--- config.mk ---
export PLATFORM = sky130hd
export DESIGN_NAME = tune_player
export DESIGN_NICKNAME = d
export VERILOG_FILES = /design/src/rtl/tune_player.sv
export SDC_FILE = /design/constraint.sdc
export NUM_CORES = 1
export LEC_CHECK = 0
export CORE_MARGIN = 5
export CORE_UTILIZATION = 45
export CTS_BUF_LIST = sky130_fd_sc_hd__clkbuf_8
export DETAILED_ROUTE_END_ITERATION = 6
export GPL_ROUTABILITY_DRIVEN = 0
export PLACE_DENSITY = 0.62
export SLEW_MARGIN = 15
export SYNTH_ARGS = -nofsm -noshare
export SYNTH_HDL_FRONTEND = slang
export SYNTH_SLANG_ARGS = --single-unit
--- constraint.sdc ---
create_clock -name clk -period 3.9 [get_ports clk]
set_clock_uncertainty 0.1 [all_clocks]
set_input_delay 1.17 -clock clk [delete_from_list [all_inputs] [get_ports clk]]
set_output_delay 1.17 -clock clk [all_outputs]
set_load 0.005 [all_outputs]
--- src/rtl/tune_player.sv ---
// -----------------------------------------------------------------------------
// tune_player
//   Plays a tune from a small writable note table. Each table entry holds a
//   half-period (clocks, 0 = rest), a duration (units of 2^DUR_SHIFT clocks,
//   0 treated as 1) and a last-note flag. A tone drives a differential square
//   wave on piezo/piezo_n. Silence is both outputs low.
//
// Ports
//   clk, rst_n       : system clock, asynchronous active-low reset
//   go, start_addr   : start request and first entry to play (sampled in IDLE)
//   loop             : replay from start_addr when the last note ends
//   stop             : abort playback immediately (wins over everything)
//   wr_en, wr_addr, wr_half_per, wr_dur, wr_last : note-table write port
//   busy             : high whenever the player is not IDLE
//   done             : one-cycle pulse on normal completion
//   note_idx         : table address of the note currently loaded
//   piezo, piezo_n   : differential speaker drive
// -----------------------------------------------------------------------------
module tune_player #(
  parameter int FAST_SIM  = 1,
  parameter int DEPTH     = 16,
  parameter int PER_W     = 15,
  parameter int DUR_W     = 4,
  parameter int DUR_SHIFT = 22,
  localparam int AW       = $clog2(DEPTH)
) (
  input  logic             clk,
  input  logic             rst_n,
  input  logic             go,
  input  logic [AW-1:0]    start_addr,
  input  logic             loop,
  input  logic             stop,
  input  logic             wr_en,
  input  logic [AW-1:0]    wr_addr,
  input  logic [PER_W-1:0] wr_half_per,
  input  logic [DUR_W-1:0] wr_dur,
  input  logic             wr_last,
  output logic             busy,
  output logic             done,
  output logic [AW-1:0]    note_idx,
  output logic             piezo,
  output logic             piezo_n
);

  // Duration counter is wide enough to hold the full note length in clock
  // units, so it can never overflow even for the longest note.
  localparam int            CW   = DUR_W + DUR_SHIFT;
  localparam logic [CW-1:0] STEP = (FAST_SIM != 0) ? CW'(16) : CW'(1);

  typedef enum logic [1:0] {IDLE, LOAD, PLAY} state_t;

  typedef struct packed {
    logic [PER_W-1:0] half_per;
    logic [DUR_W-1:0] dur;
    logic             last;
  } note_t;

  state_t           state;
  note_t            table_q [DEPTH];
  note_t            cur_q;
  logic [AW-1:0]    base_q;
  logic [CW-1:0]    dur_cnt;
  logic [PER_W-1:0] hp_cnt;

  logic [DUR_W-1:0] dur_eff;
  logic [CW-1:0]    dur_last;
  logic             note_end;
  logic             hp_wrap;
  logic [AW-1:0]    next_idx;

  // NOTE: the note table has no reset; its contents survive rst_n and only
  // change through the write port, so it is kept out of the reset block.
  always_ff @(posedge clk) begin
    if (wr_en) table_q[wr_addr] <= '{half_per: wr_half_per, dur: wr_dur, last: wr_last};
  end

  // A zero duration plays as one unit. The counter advances by STEP per PLAY
  // cycle; the note ends on the cycle where it holds its final value.
  assign dur_eff  = (cur_q.dur == '0) ? DUR_W'(1) : cur_q.dur;
  assign dur_last = {dur_eff, {DUR_SHIFT{1'b0}}} - STEP;
  assign note_end = (dur_cnt == dur_last);
  assign hp_wrap  = (hp_cnt == cur_q.half_per - PER_W'(1));
  assign next_idx = (note_idx == AW'(DEPTH - 1)) ? '0 : note_idx + AW'(1);

  // NOTE: all state is updated with non-blocking assignments, so the LOAD read
  // of table_q sees the pre-edge contents even when a write lands that edge.
  always_ff @(posedge clk or negedge rst_n) begin
    if (!rst_n) begin
      state    <= IDLE;
      busy     <= 1'b0;
      done     <= 1'b0;
      note_idx <= '0;
      piezo    <= 1'b0;
      piezo_n  <= 1'b0;
      dur_cnt  <= '0;
      hp_cnt   <= '0;
      base_q   <= '0;
      cur_q    <= '0;
    end else begin
      done <= 1'b0;
      if (stop) begin
        state   <= IDLE;
        busy    <= 1'b0;
        piezo   <= 1'b0;
        piezo_n <= 1'b0;
      end else begin
        case (state)
          IDLE: begin
            if (go) begin
              state    <= LOAD;
              busy     <= 1'b1;
              base_q   <= start_addr;
              note_idx <= start_addr;
            end
          end
          LOAD: begin
            cur_q   <= table_q[note_idx];
            dur_cnt <= '0;
            hp_cnt  <= '0;
            state   <= PLAY;
            // First PLAY cycle is high for a tone, silent for a rest.
            piezo   <= (table_q[note_idx].half_per != '0);
            piezo_n <= 1'b0;
          end
          PLAY: begin
            if (note_end) begin
              piezo   <= 1'b0;
              piezo_n <= 1'b0;
              if (!cur_q.last) begin
                note_idx <= next_idx;
                state    <= LOAD;
              end else if (loop) begin
                note_idx <= base_q;
                state    <= LOAD;
              end else begin
                state <= IDLE;
                busy  <= 1'b0;
                done  <= 1'b1;
              end
            end else begin
              dur_cnt <= dur_cnt + STEP;
              if (cur_q.half_per != '0) begin
                if (hp_wrap) begin
                  hp_cnt  <= '0;
                  piezo   <= ~piezo;
                  piezo_n <= piezo;
                end else begin
                  hp_cnt <= hp_cnt + PER_W'(1);
                end
              end
            end
          end
          default: begin
            state <= IDLE;
            busy  <= 1'b0;
          end
        endcase
      end
    end
  end

endmodule

==> metrics <==
placed insts=1470; Synth area leader=edfxtp_1; die area=0.0407 sq mm; iteration-0 DRC count of the detailed router=676; required time worst endpoint=2.63 ns; hold crit path type=reg -> reg; Reg clk slew, reported paths=0.07 ns; f_max=270 MHz; crit end category=primary output; fin worst setup slack=0.198 ns; CTS Root Cell=clkbuf_8; Final Hold Viols=0; DR WL/cell=22.4 microns; status=finished, final reports clean; area of the multi-input gates=0.00491 sq mm; MaxCap Viol Count=0; # IOs=42; PostCTS Resize Cnt=0; met2 usage=0.283; CTS tree=yes; setup bufs post-CTS=0; pwr dens=655 mW/mm^2; pin count of the biggest net entering global routing=42; critical path class=reg -> out; maximum vdd drop=0.309 mV; Seq. cell area=0.0114 sq mm; Initial Util=0.454; top-area cell type share of the netlist area=0.581; CTS max path bufs=3; Final ANT Viol Nets=0; register area share after synthesis=0.688; most crowded layer after global routing=met2; dpl hpwl=21.2 mm; Clock Sinks=391; number of global-route vias before repair=9279; Cell Area, Synth=0.0165 sq mm; post-layout min period=3.70 ns; FFs w/ async S/R, synth=0.182; Area Overhead vs Synth=14.3%; initial antenna violation count=1; Yosys reg bits=391; CTS Hold Bufs=0; Die H=202 microns; core region area=0.0364 sq mm; GR Util met3=0.0338; Slew @ Worst Pin=0.921 ns; Max FO, Critical Path=38; final count of negative-setup-slack endpoints=0; Std-Cell Rows=70; Finished Cell Area=0.0189 sq mm; Arr. time, crit path=2.43 ns; DRC=0; Post-Synthesis Net Count=1010; Placed Instance Area=0.0177 sq mm; CP startpoint kind=register; number of port buffers=41; commonest non-fill, non-tap cell in the layout=edfxtp_1; Slew Limit Fails=0; Tot GR Track Use=0.174; unrepaired setup endpoints after global routing=no; Post-synth EDFFs=320; Most used DFF post-synth=edfxtp_1; final wirelength=35.5 mm; synth warn=0; via count=9133; CTS Buf Count=61; dpl ws=0.649 ns; GRT overflow=0; setup TNS=0 ns; worst hold slack=0.417 ns; Synth area leaders=edfxtp_1 (58%), mux4_2 (12%), dfrtp_1 (11%); TritonRoute pass-1 iters=5; vias per std cell=5.76; layout cells sized above 1=0.251; first-pass GRT wire length=55.1 mm; Cells after Synth=967; # fillers=2983; Non-Filler Instances=1585; H-tree depth=2; leakage=6.34 nW; Inserted Diodes=0; met1 layer usage reported by global route=0.243; max_slew headroom=0.386; Final nets=1108; Worst-Skew Late Latency=0.63 ns; syn avg cell area=17.1 sq um; Distinct cells, synth=69; die extent in x=202 microns; fin crit share=0.949; most frequent cells in the layout=edfxtp_1 (320), mux4_2 (85), dfrtp_1 (69)
==> worst paths after layout <==
check,startpoint,cells past startpoint,end,slack [ns]
max,note_idx[1]$_DFFE_PN0P_,2,note_idx[1],0.20
max reg2reg,cur_q[5]$_DFFE_PN0P_,9,hp_cnt[6]$_DFFE_PN0P_,0.81
min reg2reg,base_q[2]$_DFFE_PN0P_,1,base_q[2]$_DFFE_PN0P_,0.42
max in group asynchronous,rst_n,2,cur_q[17]$_DFFE_PN0P_,2.56
min in group asynchronous,rst_n,1,hp_cnt[3]$_DFFE_PN0P_,0.45
min,base_q[2]$_DFFE_PN0P_,1,base_q[2]$_DFFE_PN0P_,0.42
==> Yosys cell counts, types with 2 or more instances <==
cell      number
a211oi_1       3
a21oi_1       25
a221oi_1      16
a22o_1        18
a22oi_1        2
a311o_1        3
a311oi_1       4
a31o_2         4
a31oi_1        4
and2_1         2
and3_1         6
buf_1          6
buf_2         14
buf_6          2
clkbuf_1      26
dfrtp_1       71
edfxtp_1     320
ha_1           9
inv_1         15
mux2_2        15
mux2i_1        3
mux4_2        85
nand2_1       56
nand2b_1       8
nand3_1       27
nand3b_1       3
nand4_1       11
nor2_1        34
nor2b_1        7
nor3_1        12
nor4_1         5
nor4b_1        2
o21ai_0       40
o21ai_1        2
o311ai_1       3
o311ai_2       7
o311ai_4       2
o31ai_1        5
or2_2         10
or3_1         16
or3_4          4
or3b_2         2
or4_1          6
xnor2_1       20
xor2_1         8
==> kinds of logic (layout without fill, tap and decap cells) <==
| logic type | after synthesis | in the layout | share of synthesized area |
|---|---|---|---|
| muxes | 103 | 103 | 0.128 |
| xor gates and xnor gates | 28 | 28 | 0.0148 |
| and+or+nand+nor | 222 | 222 | 0.0743 |
| DFF | 391 | 391 | 0.688 |
| adders and majority gates | 9 | 9 | 0.00681 |
| AOI/OAI and AO/OA | 149 | 149 | 0.0700 |
| buffers and inverters | 65 | 215 | 0.0179 |
==> routing by layer <==
| metal | share of wire | wire, microns | up-vias |
|---|---|---|---|
| met5 | 0.00037 | 13 | - |
| met4 | 0.017 | 588 | 2 |
| met3 | 0.049 | 1730 | 48 |
| met2 | 0.49 | 17400 | 221 |
| met1 | 0.45 | 15800 | 4741 |
| li1 | - | - | 4121 |
==> critical path, stage by stage, from the launching register on <==
cell             delay [ns]
dfrtp_4                0.80
buf_4                  0.42
clkdlybuf4s50_1        0.57
==> cell type report <==
| type | count | share of cell area |
|---|---|---|
| timing repair buffer | 85 | 0.0410 |
| clock buffer | 63 | 0.0459 |
| sequential | 391 | 0.603 |
| clock inverter | 52 | 0.0167 |
| multi-input combinational | 511 | 0.260 |
| tap | 468 | 0.0310 |
| inverter | 15 | 0.00298 |
==> metrics by stage <==
stage               utilization  power, mW
floorplan                     -       7.97
global route              0.519       13.1
global placement          0.486       9.15
finish                    0.519       12.4
CTS                       0.519       12.5
detailed placement        0.486       9.18
==> flip-flops by register name (all words and copies together), names as in the netlist <==
name,count
base_q,4
busy,1
cur_q,20
done,1
dur_cnt,22
hp_cnt,15
note_idx,4
piezo,1
piezo_n,1
state,2
table_q,320
==> report_power, final <==
part           switching, mW  leakage [nW]  internal (mW)
clock                   1.59         0.673           1.71
combinational           1.83          1.84           1.90
sequential             0.520          3.83           4.82
No activity file was read; power rests on OpenSTA's default activity.
